===== src/rtl/adc_pkg.sv =====
// Shared types and constants for the SAR ADC control slice.
package adc_pkg;

  typedef enum logic [1:0] {
    IDLE,
    SAMPLE,
    CONVERT,
    DONE
  } adc_state_e;

  localparam int unsigned ADC_RESOLUTION            = 12;
  localparam int unsigned ADC_SAMPLE_CYCLES_DEFAULT = 2;
  localparam logic [ADC_RESOLUTION-1:0] ADC_MIDSCALE = 12'h800;

endpackage


===== src/rtl/adc_sar_register.sv =====
// SAR trial register: bit index plus keep-or-clear / set-next logic driving the DAC code.
module adc_sar_register
  import adc_pkg::*;
#(
  parameter int unsigned RESOLUTION = ADC_RESOLUTION
) (
  input  logic                  clk,
  input  logic                  rst_n,
  input  logic                  clear,
  input  logic                  load,
  input  logic                  step,
  input  logic                  comp,
  output logic [RESOLUTION-1:0] dac_data,
  output logic [RESOLUTION-1:0] resolved,
  output logic                  last
);

  localparam int unsigned IW = (RESOLUTION > 1) ? $clog2(RESOLUTION) : 1;
  localparam logic [IW-1:0] TOP_IDX = IW'(RESOLUTION - 1);

  logic [IW-1:0]         idx;
  logic [RESOLUTION-1:0] trial_nxt;

  // resolved = current code with the bit under test decided; used for the final code too
  always_comb begin
    resolved      = dac_data;
    resolved[idx] = comp;
    trial_nxt     = resolved;
    if (idx != '0) begin
      trial_nxt[idx - IW'(1)] = 1'b1;
    end
  end

  assign last = (idx == '0);

  always_ff @(posedge clk or negedge rst_n) begin
    if (!rst_n) begin
      dac_data <= '0;
      idx      <= TOP_IDX;
    end else if (clear) begin
      dac_data <= '0;
      idx      <= TOP_IDX;
    end else if (load) begin
      dac_data <= {1'b1, {(RESOLUTION-1){1'b0}}};
      idx      <= TOP_IDX;
    end else if (step) begin
      dac_data <= trial_nxt;
      if (idx != '0) begin
        idx <= idx - IW'(1);
      end
    end
  end

endmodule


===== src/rtl/adc_sar_control.sv =====
// SAR ADC controller: IDLE -> SAMPLE -> CONVERT -> DONE, one registered result per start.
// Optional 4x averaging when ADC_AVG4_EN is defined.
module adc_sar_control
  import adc_pkg::*;
#(
  parameter int unsigned RESOLUTION    = ADC_RESOLUTION,
  parameter int unsigned SAMPLE_CYCLES = ADC_SAMPLE_CYCLES_DEFAULT
) (
  input  logic                  clk,
  input  logic                  rst_n,
  input  logic                  start_i,
  input  logic                  comp_i,
  output logic                  sample_o,
  output logic                  comp_en_o,
  output logic [RESOLUTION-1:0] dac_data_o,
  output logic                  busy_o,
  output logic [RESOLUTION-1:0] result_o,
  output logic                  valid_o
);

  adc_state_e            state, state_nxt;
  logic [3:0]            samp_cnt;
  logic                  sar_clear, sar_load, sar_step, sar_last;
  logic [RESOLUTION-1:0] sar_resolved, final_code;

`ifdef ADC_AVG4_EN
  logic [1:0]            conv_cnt;
  logic [RESOLUTION+1:0] acc, acc_sum, acc_round;

  assign acc_sum    = acc + {2'b00, sar_resolved};
  assign acc_round  = acc_sum + (RESOLUTION+2)'(2);
  assign final_code = acc_round[RESOLUTION+1:2];
`else
  assign final_code = sar_resolved;
`endif

  always_comb begin
    state_nxt = state;
    unique case (state)
      IDLE:    if (start_i) state_nxt = SAMPLE;
      SAMPLE:  if (samp_cnt == 4'(SAMPLE_CYCLES - 1)) state_nxt = CONVERT;
      CONVERT: begin
        if (sar_last) begin
`ifdef ADC_AVG4_EN
          state_nxt = (conv_cnt == 2'd3) ? DONE : SAMPLE;
`else
          state_nxt = DONE;
`endif
        end
      end
      DONE:    state_nxt = IDLE;
      default: state_nxt = IDLE;
    endcase

    sar_clear = (state_nxt == IDLE) || (state_nxt == SAMPLE);
    sar_load  = (state == SAMPLE) && (state_nxt == CONVERT);
    sar_step  = (state == CONVERT);
  end

  // Outputs are loaded from the next-state decode so they flip together with the state
  always_ff @(posedge clk or negedge rst_n) begin
    if (!rst_n) begin
      state     <= IDLE;
      samp_cnt  <= '0;
      sample_o  <= 1'b0;
      comp_en_o <= 1'b0;
      busy_o    <= 1'b0;
      valid_o   <= 1'b0;
      result_o  <= '0;
    end else begin
      state     <= state_nxt;
      samp_cnt  <= ((state == SAMPLE) && (state_nxt == SAMPLE)) ? samp_cnt + 4'd1 : '0;
      sample_o  <= (state_nxt == SAMPLE);
      comp_en_o <= (state_nxt == CONVERT);
      busy_o    <= (state_nxt != IDLE);
      valid_o   <= (state_nxt == DONE);
      if ((state == CONVERT) && (state_nxt == DONE)) begin
        result_o <= final_code;
      end
    end
  end

`ifdef ADC_AVG4_EN
  always_ff @(posedge clk or negedge rst_n) begin
    if (!rst_n) begin
      conv_cnt <= '0;
      acc      <= '0;
    end else if ((state == CONVERT) && sar_last) begin
      if (state_nxt == DONE) begin
        conv_cnt <= '0;
        acc      <= '0;
      end else begin
        conv_cnt <= conv_cnt + 2'd1;
        acc      <= acc_sum;
      end
    end else if (state == IDLE) begin
      conv_cnt <= '0;
      acc      <= '0;
    end
  end
`endif

  adc_sar_register #(
    .RESOLUTION(RESOLUTION)
  ) u_sar (
    .clk     (clk),
    .rst_n   (rst_n),
    .clear   (sar_clear),
    .load    (sar_load),
    .step    (sar_step),
    .comp    (comp_i),
    .dac_data(dac_data_o),
    .resolved(sar_resolved),
    .last    (sar_last)
  );

endmodule


===== config.mk =====
export PLATFORM = sky130hd
export DESIGN_NAME = adc_sar_control
export DESIGN_NICKNAME = d
export VERILOG_FILES = /design/src/rtl/adc_pkg.sv /design/src/rtl/adc_sar_register.sv /design/src/rtl/adc_sar_control.sv
export SDC_FILE = /design/constraint.sdc
export NUM_CORES = 1
export LEC_CHECK = 0
export ABC_CLOCK_PERIOD_IN_PS = 1700
export CAP_MARGIN = 20
export CORE_MARGIN = 2
export CORE_UTILIZATION = 47
export CTS_BUF_LIST = sky130_fd_sc_hd__clkbuf_16
export CTS_CLUSTER_DIAMETER = 120
export DETAILED_ROUTE_END_ITERATION = 10
export PLACE_DENSITY = 0.77
export SYNTH_ARGS = -nofsm -noshare
export SYNTH_HDL_FRONTEND = slang
export SYNTH_SLANG_ARGS = --single-unit

===== constraint.sdc =====
create_clock -name clk -period 1.7 [get_ports clk]
set_input_delay 0.17 -clock clk [delete_from_list [all_inputs] [get_ports clk]]
set_output_delay 0.17 -clock clk [all_outputs]
set_load 0.1 [all_outputs]

==> results.json, run 1 <==
{
  "syn2layout_area_growth_pct": 32.5,
  "dp_hpwl_mm": 2.87,
  "htree_levels": 2,
  "fill_cells": 324,
  "clk_path_buf_depth": 2,
  "cts_sinks": 38,
  "synth_area_per_cell_um2": 11.0,
  "status": "finished clean",
  "holdBufCountCts": 0,
  "worst_setup_path_start_kind": "flip-flop",
  "fin_crit_sh_pct": 97.7,
  "io_pins": 32,
  "ys_seq_area_share_pct": 50.6,
  "synth_top_area_share_pct": 46.4,
  "dr.pass1.iters": 4,
  "peakVddDrop_mv": 0.805,
  "antenna_found_initial": 0,
  "root_buffer": "clkbuf_16",
  "period_needed_ns": 1.66,
  "dr_total_vias": 1425,
  "ant_nets": 0,
  "criticalPathCategory": "flip-flop to flip-flop",
  "power.leakage_nw": 1.16,
  "post_cts_buffers": 0,
  "ys_ff_latch": 38,
  "arrival_ns": 1.79,
  "max_cap_violations": 0,
  "worstPathMaxFanout": 5,
  "hold_class": "input port to async pin",
  "grt_max_degree": 39,
  "syn_nets": 184,
  "grt_overflow_total": 0,
  "die-area_um2": 4540,
  "syn_inst": 171,
  "cp_data_required_time_ns": 1.83,
  "wl_per_cell_um": 15.6,
  "ys_warn_count": 0,
  "max_slew_margin_pct": 67.9,
  "cts_made_buffers": 5,
  "coreArea_um2": 3940,
  "io_buffers": 31,
  "via_per_inst": 5.44,
  "grt_use_total_pct": 20.4,
  "timing.fmax_ghz": 0.602,
  "rsz0062_at_grt": "yes",
  "layout_setup_ws_ns": 0.0397,
  "clock_skew_ns": 0.00287,
  "dpl_worst_slack_ns": 0.0444,
  "synth_area_leader_cell": "dfrtp_1",
  "timing.final.setup_violations": 0,
  "p_per_area_nw_per_um2": 1310,
  "drive_gt1_share_pct": 37.3,
  "drt_iter0_drc": 73,
  "tns_ns": 0,
  "drt_wl_total_mm": 4.09,
  "worst_slew_pin_slew_ns": 0.482,
  "n_antenna_cell": 0,
  "drc": 0,
  "yosys-top-cells-area": "dfrtp_1 (46%), mux2i_1 (6.4%), ha_1 (6.0%), dfstp_2 (4.2%), a21oi_2 (4.2%)",
  "cts_tree": "built",
  "grt_pass1_wl_mm": 6.74,
  "grt_pass1_vias": 1431,
  "rows": 23,
  "start_util_pct": 47.9,
  "clk-insertion-delay-late_ns": 0.28,
  "netlist_area_um2": 1890,
  "drv_slew": 0,
  "die_h_um": 67.4,
  "r2r_cells": 5,
  "gp_congestion": 0.902,
  "dieWidth_um": 67.4,
  "clk_pin_slew_ns": 0.05,
  "yosysUniqueCellTypes": 37,
  "cp-end-kind": "flip-flop",
  "nNetsFinal": 224,
  "hold_violations": 0
}
-- routing by layer --
metal / vias up / share of wire [%] / wire (µm) / track usage (%)
met4: 0 / 1.9 / 79 / 8.67
met2: 46 / 50 / 2050 / 33.9
met3: 8 / 6.3 / 256 / 5.83
met1: 698 / 42 / 1710 / 24.7
li1: 673 / - / - / -
met5: - / 0 / 0 / 0
-- flip-flops by register name, indices dropped and copies added, names as in the netlist --
name            count
busy_o              1
comp_en_o           1
result_o           12
samp_cnt            4
sample_o            1
state               2
u_sar.dac_data     12
u_sar.idx           4
valid_o             1
-- path summary, 6_finish.rpt --
path	startpoint	to	slack [ns]
max in group asynchronous	rst_n	u_sar.idx[1]$_DFFE_PN1P_	1.02
min in group clk	samp_cnt[0]$_DFF_PN0_	samp_cnt[0]$_DFF_PN0_	0.49
worst max-delay path	u_sar.idx[1]$_DFFE_PN1P_	u_sar.dac_data[11]$_DFFE_PN0P_	0.04
worst max register to register	u_sar.idx[1]$_DFFE_PN1P_	u_sar.dac_data[11]$_DFFE_PN0P_	0.04
worst min register to register	samp_cnt[0]$_DFF_PN0_	samp_cnt[0]$_DFF_PN0_	0.49
worst min-delay path	rst_n	result_o[4]$_DFFE_PN0P_	0.32
-- kinds of logic after synthesis --
family | after synthesis | synth area share, %
compound gates | 35 | 12.6
xor+xnor | 5 | 2.32
fa+ha+maj | 9 | 5.96
buf+inv | 16 | 5.30
flops | 38 | 50.6
mux | 13 | 6.96
simple gates | 55 | 16.3
-- where the power goes --
part	internal (mW)	switching, mW	total (mW)
combinational	0.298	0.810	1.11
clock	0.681	0.341	1.02
sequential	1.03	0.109	1.14
-- cell type report --
cell class,count,area [µm²],share of cell area [%]
timing repair buffer,44,429,17.2
multi-input combinational,117,875,35.0
tap,50,62.6,2.50
inverter,5,18.8,0.750
clock inverter,3,37.5,1.50
clock buffer,5,125,5.00
sequential,38,955,38.2
-- through the flow --
step	hold WS (ns)	instance area, µm²	power, mW	utilization [%]	std cells
final	0.319	2500	3.27	63.5	262
after global routing	0.368	2500	3.42	63.5	262
after CTS	0.342	2470	3.28	62.6	262
after detailed placement	0.492	2310	2.25	58.5	254
after global placement	0.471	2310	2.22	58.5	254
after floorplan	-0.126	1900	1.98	-	171
-- placed cells by master (no fill, tap or decap), types with 5 or more instances in the layout --
cell	instances
dfrtp_1	35
buf_4	33
mux2i_1	12
nand2_1	12
nor2_1	9
a21oi_2	9
nor2_2	8
o22ai_1	7
ha_1	7
buf_12	7
a21oi_1	6
inv_1	5
clkbuf_16	5
-- synth_stat cells --
cell type and number:
dfrtp_1 35, mux2i_1 12, nand2_1 12, o22ai_1 10, a21oi_2 9, ha_1 9
nor2_1 9, nor2_2 8, a21oi_1 6, buf_2 5, inv_1 5, nand3_1 5
o21ai_0 5, nor3_1 4, xnor2_1 4, clkbuf_1 3, dfstp_2 3, nor2b_1 3
nor3b_1 3, a41oi_1 2, nand2b_1 2, nand3b_1 2, a211oi_1 1, and2_1 1
and3_1 1, and3b_1 1, buf_12 1, buf_6 1, clkbuf_8 1, mux2_2 1
nor2_8 1, o211ai_1 1, o221ai_1 1, or3_1 1, or3b_1 1, or3b_2 1
xor2_1 1
-- critical path, cell delays in order (launching register included) --
cell and delay (ns):
dfstp_2 0.55, buf_4 0.14, ha_1 0.26, nand2_1 0.09, mux2i_1 0.30, o221ai_1 0.16
-- repair_timing --
action	CTS	global route
endpoints found under the hold margin	0	0
resized for setup	0	8
setup endpoints to repair	0	22
(Power assumes the default switching activity.)
==> run 2: changes to the inputs <==
--- a/config.mk
+++ b/config.mk
@@ -5,7 +5,7 @@
 export SDC_FILE = /design/constraint.sdc
 export NUM_CORES = 1
 export LEC_CHECK = 0
-export ABC_CLOCK_PERIOD_IN_PS = 1700
+export ABC_CLOCK_PERIOD_IN_PS = 1400
 export CAP_MARGIN = 20
 export CORE_MARGIN = 2
 export CORE_UTILIZATION = 47
==> constraint.sdc (replaced) <==
create_clock -name clk -period 1.4 [get_ports clk]
set_input_delay 0.14 -clock clk [delete_from_list [all_inputs] [get_ports clk]]
set_output_delay 0.14 -clock clk [all_outputs]
set_load 0.1 [all_outputs]
==> results.json, run 2 (same netlist as run 1, synthesis figures left out) <==
{
  "root_buffer": "clkbuf_16",
  "clock_skew_ns": 0.00426,
  "die_h_um": 67.4,
  "timing.final.setup_violations": 30,
  "top_regs": "result_o: 12 flops, u_sar.dac_data: 12 flops",
  "drv_slew": 0,
  "hold_violations": 0,
  "grt_use_total_pct": 26.7,
  "power_switching_mw": 1.74,
  "gp_congestion": 0.894,
  "fin_util_pct": 85.0,
  "criticalPathCategory": "flip-flop to flip-flop",
  "status": "finished, violations left",
  "ant_nets": 0,
  "grt_pass1_wl_mm": 8.56,
  "placed_area_um2": 2770,
  "antenna_found_initial": 0,
  "io_buffers": 31,
  "cts_made_buffers": 5,
  "coreArea_um2": 3940,
  "cts_sinks": 38,
  "tns_ns": -6.09,
  "dr_total_vias": 1679,
  "htree_levels": 2,
  "internal-power_mw": 2.87,
  "worst_setup_path_start_kind": "flip-flop",
  "drt_iter0_drc": 93,
  "grt_overflow_total": 0,
  "clkPwrFrac_pct": 26.8,
  "rr_startpoint": "u_sar.idx[1]$_DFFE_PN1P_",
  "p_per_area_nw_per_um2": 1370,
  "layout_setup_ws_ns": -0.307,
  "n_antenna_cell": 0,
  "clk_pin_slew_ns": 0.06,
  "power.leakage_nw": 1.42,
  "max_cap_violations": 0,
  "cts_tree": "built",
  "max_slew_margin_pct": 75.8,
  "dpl_worst_slack_ns": -0.268,
  "rows": 23,
  "io_pins": 32,
  "dp_hpwl_mm": 3.31,
  "stdcell_area_um2": 3350,
  "syn2layout_area_growth_pct": 77.4,
  "cp-end-kind": "flip-flop",
  "r2r_cells": 7,
  "peakVddDrop_mv": 1.47,
  "p_seq_share_pct": 30.7,
  "worst_slew_pin_slew_ns": 0.361,
  "clk_path_buf_depth": 2,
  "cp_data_required_time_ns": 1.60,
  "grt_pass1_vias": 1670,
  "period_needed_ns": 1.71,
  "stdcell_count": 290,
  "final_cell_mix": "dfrtp_1 (33), buf_12 (30), buf_4 (29)",
  "r2r-end": "result_o[10]$_DFFE_PN0P_",
  "drive_gt1_share_pct": 62.5,
  "clk-insertion-delay-late_ns": 0.28,
  "dp_cells": 270,
  "p_sw_share_pct": 37.7,
  "timing.fmax_ghz": 0.586,
  "rsz0062_at_grt": "yes",
  "die-area_um2": 4540,
  "drc": 0,
  "dieWidth_um": 67.4,
  "arrival_ns": 1.90,
  "worstPathMaxFanout": 10,
  "final_common_cell": "dfrtp_1",
  "grt_max_degree": 39,
  "via_per_inst": 5.79,
  "hold_class": "input port to async pin",
  "failed_checks": "negative setup slack",
  "nNetsFinal": 252,
  "dr.pass1.iters": 4,
  "wl_per_cell_um": 21.3,
  "r2r_slack_ns": -0.31,
  "fin_crit_sh_pct": 122,
  "power_frac_comb_pct": 42.4,
  "start_util_pct": 47.9,
  "drt_wl_total_mm": 6.17,
  "holdBufCountCts": 0
}
==> run 2: critical path: stages, from the launching register on <==
cell     delay, ns
dfstp_2       0.39
inv_4         0.07
ha_4          0.13
or3b_4        0.44
nor2_8        0.20
buf_12        0.17
nor2_2        0.06
a21oi_2       0.15
==> run 2: what timing repair did <==
item | CTS | global route
endpoints found under the hold margin | 0 | 0
setup endpoints to repair | 33 | 33
pin swaps | 10 | 16
setup buffers | 6 | 7
resized for setup | 40 | 34
==> run 2: cell type report <==
cell class,count,area [µm²]
repair buffers,72,968
fillers,159,593
multi-input cells,117,1170
clock buffers,5,125
well taps,50,62.6
inverters,5,23.8
clock inverters,3,37.5
flip-flops and latches,38,957
==> run 2: per-layer routing <==
| layer | GRT usage, % | vias to the layer above | share of wire (%) |
|---|---|---|---|
| met3 | 7.50 | 20 | 5.6 |
| met2 | 46.7 | 84 | 53 |
| li1 | - | 729 | - |
| met4 | 13.5 | 0 | 3.4 |
| met1 | 29.6 | 846 | 38 |
| met5 | 0 | - | 0 |
==> run 2: how the worst max path moves through the flow <==
| stage | from | end | depth (start not counted) |
|---|---|---|---|
| 6_report | u_sar.idx[1]$_DFFE_PN1P_ | result_o[10]$_DFFE_PN0P_ | 7 |
| 5_1_grt | u_sar.idx[0]$_DFFE_PN1P_ | result_o[10]$_DFFE_PN0P_ | 7 |
| 4_1_cts | u_sar.idx[1]$_DFFE_PN1P_ | u_sar.dac_data[3]$_DFFE_PN0P_ | 7 |
| 3_5_place_dp | u_sar.idx[1]$_DFFE_PN1P_ | u_sar.dac_data[0]$_DFFE_PN0P_ | 7 |
| 3_3_place_gp | u_sar.idx[1]$_DFFE_PN1P_ | u_sar.dac_data[0]$_DFFE_PN0P_ | 7 |
| 2_1_floorplan | u_sar.idx[0]$_DFFE_PN1P_ | result_o[0]$_DFFE_PN0P_ | 6 |
==> run 2: per-stage QoR <==
stage | power (mW) | hold slack [ns]
after floorplan | 2.42 | -0.156
after CTS | 4.49 | 0.238
after detailed placement | 3.12 | 0.542
after global placement | 3.07 | 0.523
final | 4.60 | 0.255
after global routing | 4.78 | 0.262
==> run 2: power by group through the flow <==
stage	registers (mW)	clock network (mW)	logic, mW
5_1_grt	1.42	1.30	2.05
6_report	1.41	1.23	1.95
4_1_cts	1.41	1.26	1.83
3_5_place_dp	1.41	0	1.71
3_3_place_gp	1.41	0	1.66
2_1_floorplan	1.95	0	0.461
==> run 3: changes to the inputs <==
--- a/config.mk
+++ b/config.mk
@@ -13,6 +13,7 @@
 export CTS_CLUSTER_DIAMETER = 120
 export DETAILED_ROUTE_END_ITERATION = 10
 export PLACE_DENSITY = 0.77
+export SKIP_LAST_GASP = 1
 export SYNTH_ARGS = -nofsm -noshare
 export SYNTH_HDL_FRONTEND = slang
 export SYNTH_SLANG_ARGS = --single-unit
==> results.json, run 3 (same netlist as run 1, synthesis figures left out) <==
{
  "drive_gt1_share_pct": 59.5,
  "cts_made_buffers": 5,
  "clk_path_buf_depth": 2,
  "grt_use_total_pct": 26.6,
  "grt_pass1_vias": 1657,
  "power_switching_mw": 1.75,
  "cts_sinks": 38,
  "crit_buf_inv": 1,
  "n_antenna_cell": 0,
  "drt_wl_total_mm": 5.94,
  "final_common_cell": "dfrtp_1",
  "power_frac_comb_pct": 42.3,
  "syn2layout_area_growth_pct": 72.8,
  "period_needed_ns": 1.67,
  "criticalPathCategory": "flip-flop to flip-flop",
  "grt_max_degree": 39,
  "coreArea_um2": 3940,
  "p_seq_share_pct": 30.6,
  "clk-insertion-delay-late_ns": 0.28,
  "worst_setup_path_start_kind": "flip-flop",
  "dp_hpwl_mm": 3.31,
  "rows": 23,
  "failed_checks": "negative setup slack",
  "die_h_um": 67.4,
  "timing.final.setup_violations": 30,
  "clk_pin_slew_ns": 0.06,
  "dr_total_vias": 1649,
  "io_pins": 32,
  "max_slew_margin_pct": 75.2,
  "top_regs": "result_o: 12 flops, u_sar.dac_data: 12 flops",
  "ff_latch_area_um2": 957,
  "cpLargestDelayFamily": "flip-flops",
  "hold_violations": 0,
  "grt_pass1_wl_mm": 8.63,
  "dieWidth_um": 67.4,
  "fin_total_pwr_mw": 4.61,
  "p_sw_share_pct": 37.9,
  "path_cells": "buf_6 > ha_4 > nor3b_4 > mux2i_2 > o22ai_1",
  "worst_slew_pin_slew_ns": 0.371,
  "io_buffers": 31,
  "fill_cells": 180,
  "drc": 0,
  "tns_ns": -4.74,
  "timing.fmax_ghz": 0.600,
  "hold_class": "input port to async pin",
  "holdBufCountCts": 0,
  "antenna_found_initial": 0,
  "cp-end-kind": "flip-flop",
  "arrival_ns": 1.82,
  "multi_input_area_um2": 1130,
  "rsz0062_at_grt": "yes",
  "layout_setup_ws_ns": -0.267,
  "dp_cells": 270,
  "clock_skew_ns": 0.00389,
  "fin_crit_sh_pct": 119,
  "drt_iter0_drc": 83,
  "cts_tree": "built",
  "drv_slew": 0,
  "cpPeakStageDelay_ns": 0.56,
  "htree_levels": 2,
  "max_cap_violations": 0,
  "peakVddDrop_mv": 1.50,
  "cp_data_required_time_ns": 1.55,
  "gp_congestion": 0.894,
  "clkPwrFrac_pct": 27.1,
  "root_buffer": "clkbuf_16",
  "wl_per_cell_um": 20.7,
  "p_per_area_nw_per_um2": 1410,
  "ant_nets": 0,
  "nNetsFinal": 249,
  "critPathSlowestCell": "dfstp_2",
  "status": "finished, violations left",
  "power.leakage_nw": 1.38,
  "internal-power_mw": 2.87,
  "worstPathMaxFanout": 6,
  "grt_overflow_total": 0,
  "stdcell_count": 287,
  "start_util_pct": 47.9,
  "dr.pass1.iters": 4,
  "via_per_inst": 5.75,
  "die-area_um2": 4540,
  "final_cell_mix": "dfrtp_1 (33), buf_4 (30), buf_12 (30)"
}
[run 3: through the flow]
step           setup WS [ns]  utilization (%)  instance area [µm²]  hold slack, ns
6_report              -0.267             82.8                 3260           0.235
2_1_floorplan         -0.267                -                 1960          -0.156
5_1_grt               -0.294             82.8                 3260           0.250
3_5_place_dp          -0.268             70.3                 2770           0.542
4_1_cts               -0.191             79.6                 3140           0.238
3_3_place_gp          -0.244             70.3                 2770           0.523
[run 3: path summary, 6_finish.rpt]
check | from | cells after the start | end | slack [ns]
max in group asynchronous | rst_n | 2 | u_sar.idx[0]$_DFFE_PN1P_ | 0.91
hold / removal | rst_n | 2 | result_o[4]$_DFFE_PN0P_ | 0.23
setup reg to reg | u_sar.idx[1]$_DFFE_PN1P_ | 5 | u_sar.dac_data[2]$_DFFE_PN0P_ | -0.27
min in group clk | start_i | 3 | sample_o$_DFF_PN0_ | 0.51
hold reg to reg | samp_cnt[0]$_DFF_PN0_ | 2 | samp_cnt[0]$_DFF_PN0_ | 0.56
setup / recovery | u_sar.idx[1]$_DFFE_PN1P_ | 5 | u_sar.dac_data[2]$_DFFE_PN0P_ | -0.27
[run 3: routing by layer]
metal / track usage (%) / routed length (µm)
met5: 0 / 0
met4: 11.5 / 265
met3: 7.33 / 352
met2: 46.8 / 2990
met1: 30.3 / 2330
[run 3: repair_timing]
action / 4_1_cts / 5_1_grt
setup endpoints to repair: 33 / 32
pin swaps: 10 / 6
gates resized for setup: 39 / 18
setup buffers: 6 / 4
endpoints found under the hold margin: 0 / 0
[run 3: worst reg2reg max path, cell delays in order (launching register included)]
cell,delay [ns]
dfstp_2,0.56
buf_6,0.15
ha_4,0.16
nor3b_4,0.21
mux2i_2,0.31
o22ai_1,0.14
[run 3: power groups by stage]
stage	sequential, mW	clock (mW)	combinational [mW]
after global routing	1.43	1.30	2.03
after CTS	1.41	1.26	1.83
final	1.41	1.25	1.95
after detailed placement	1.41	0	1.71
after floorplan	1.95	0	0.461
after global placement	1.41	0	1.66
[run 3: area by class of cell]
class                      count  area share [%]
clock buffer                   5            3.83
multi-input combinational    117            34.7
clock inverter                 3            1.15
sequential                    38            29.3
inverter                       5           0.729
tap                           50            1.92
timing repair buffer          69            28.3
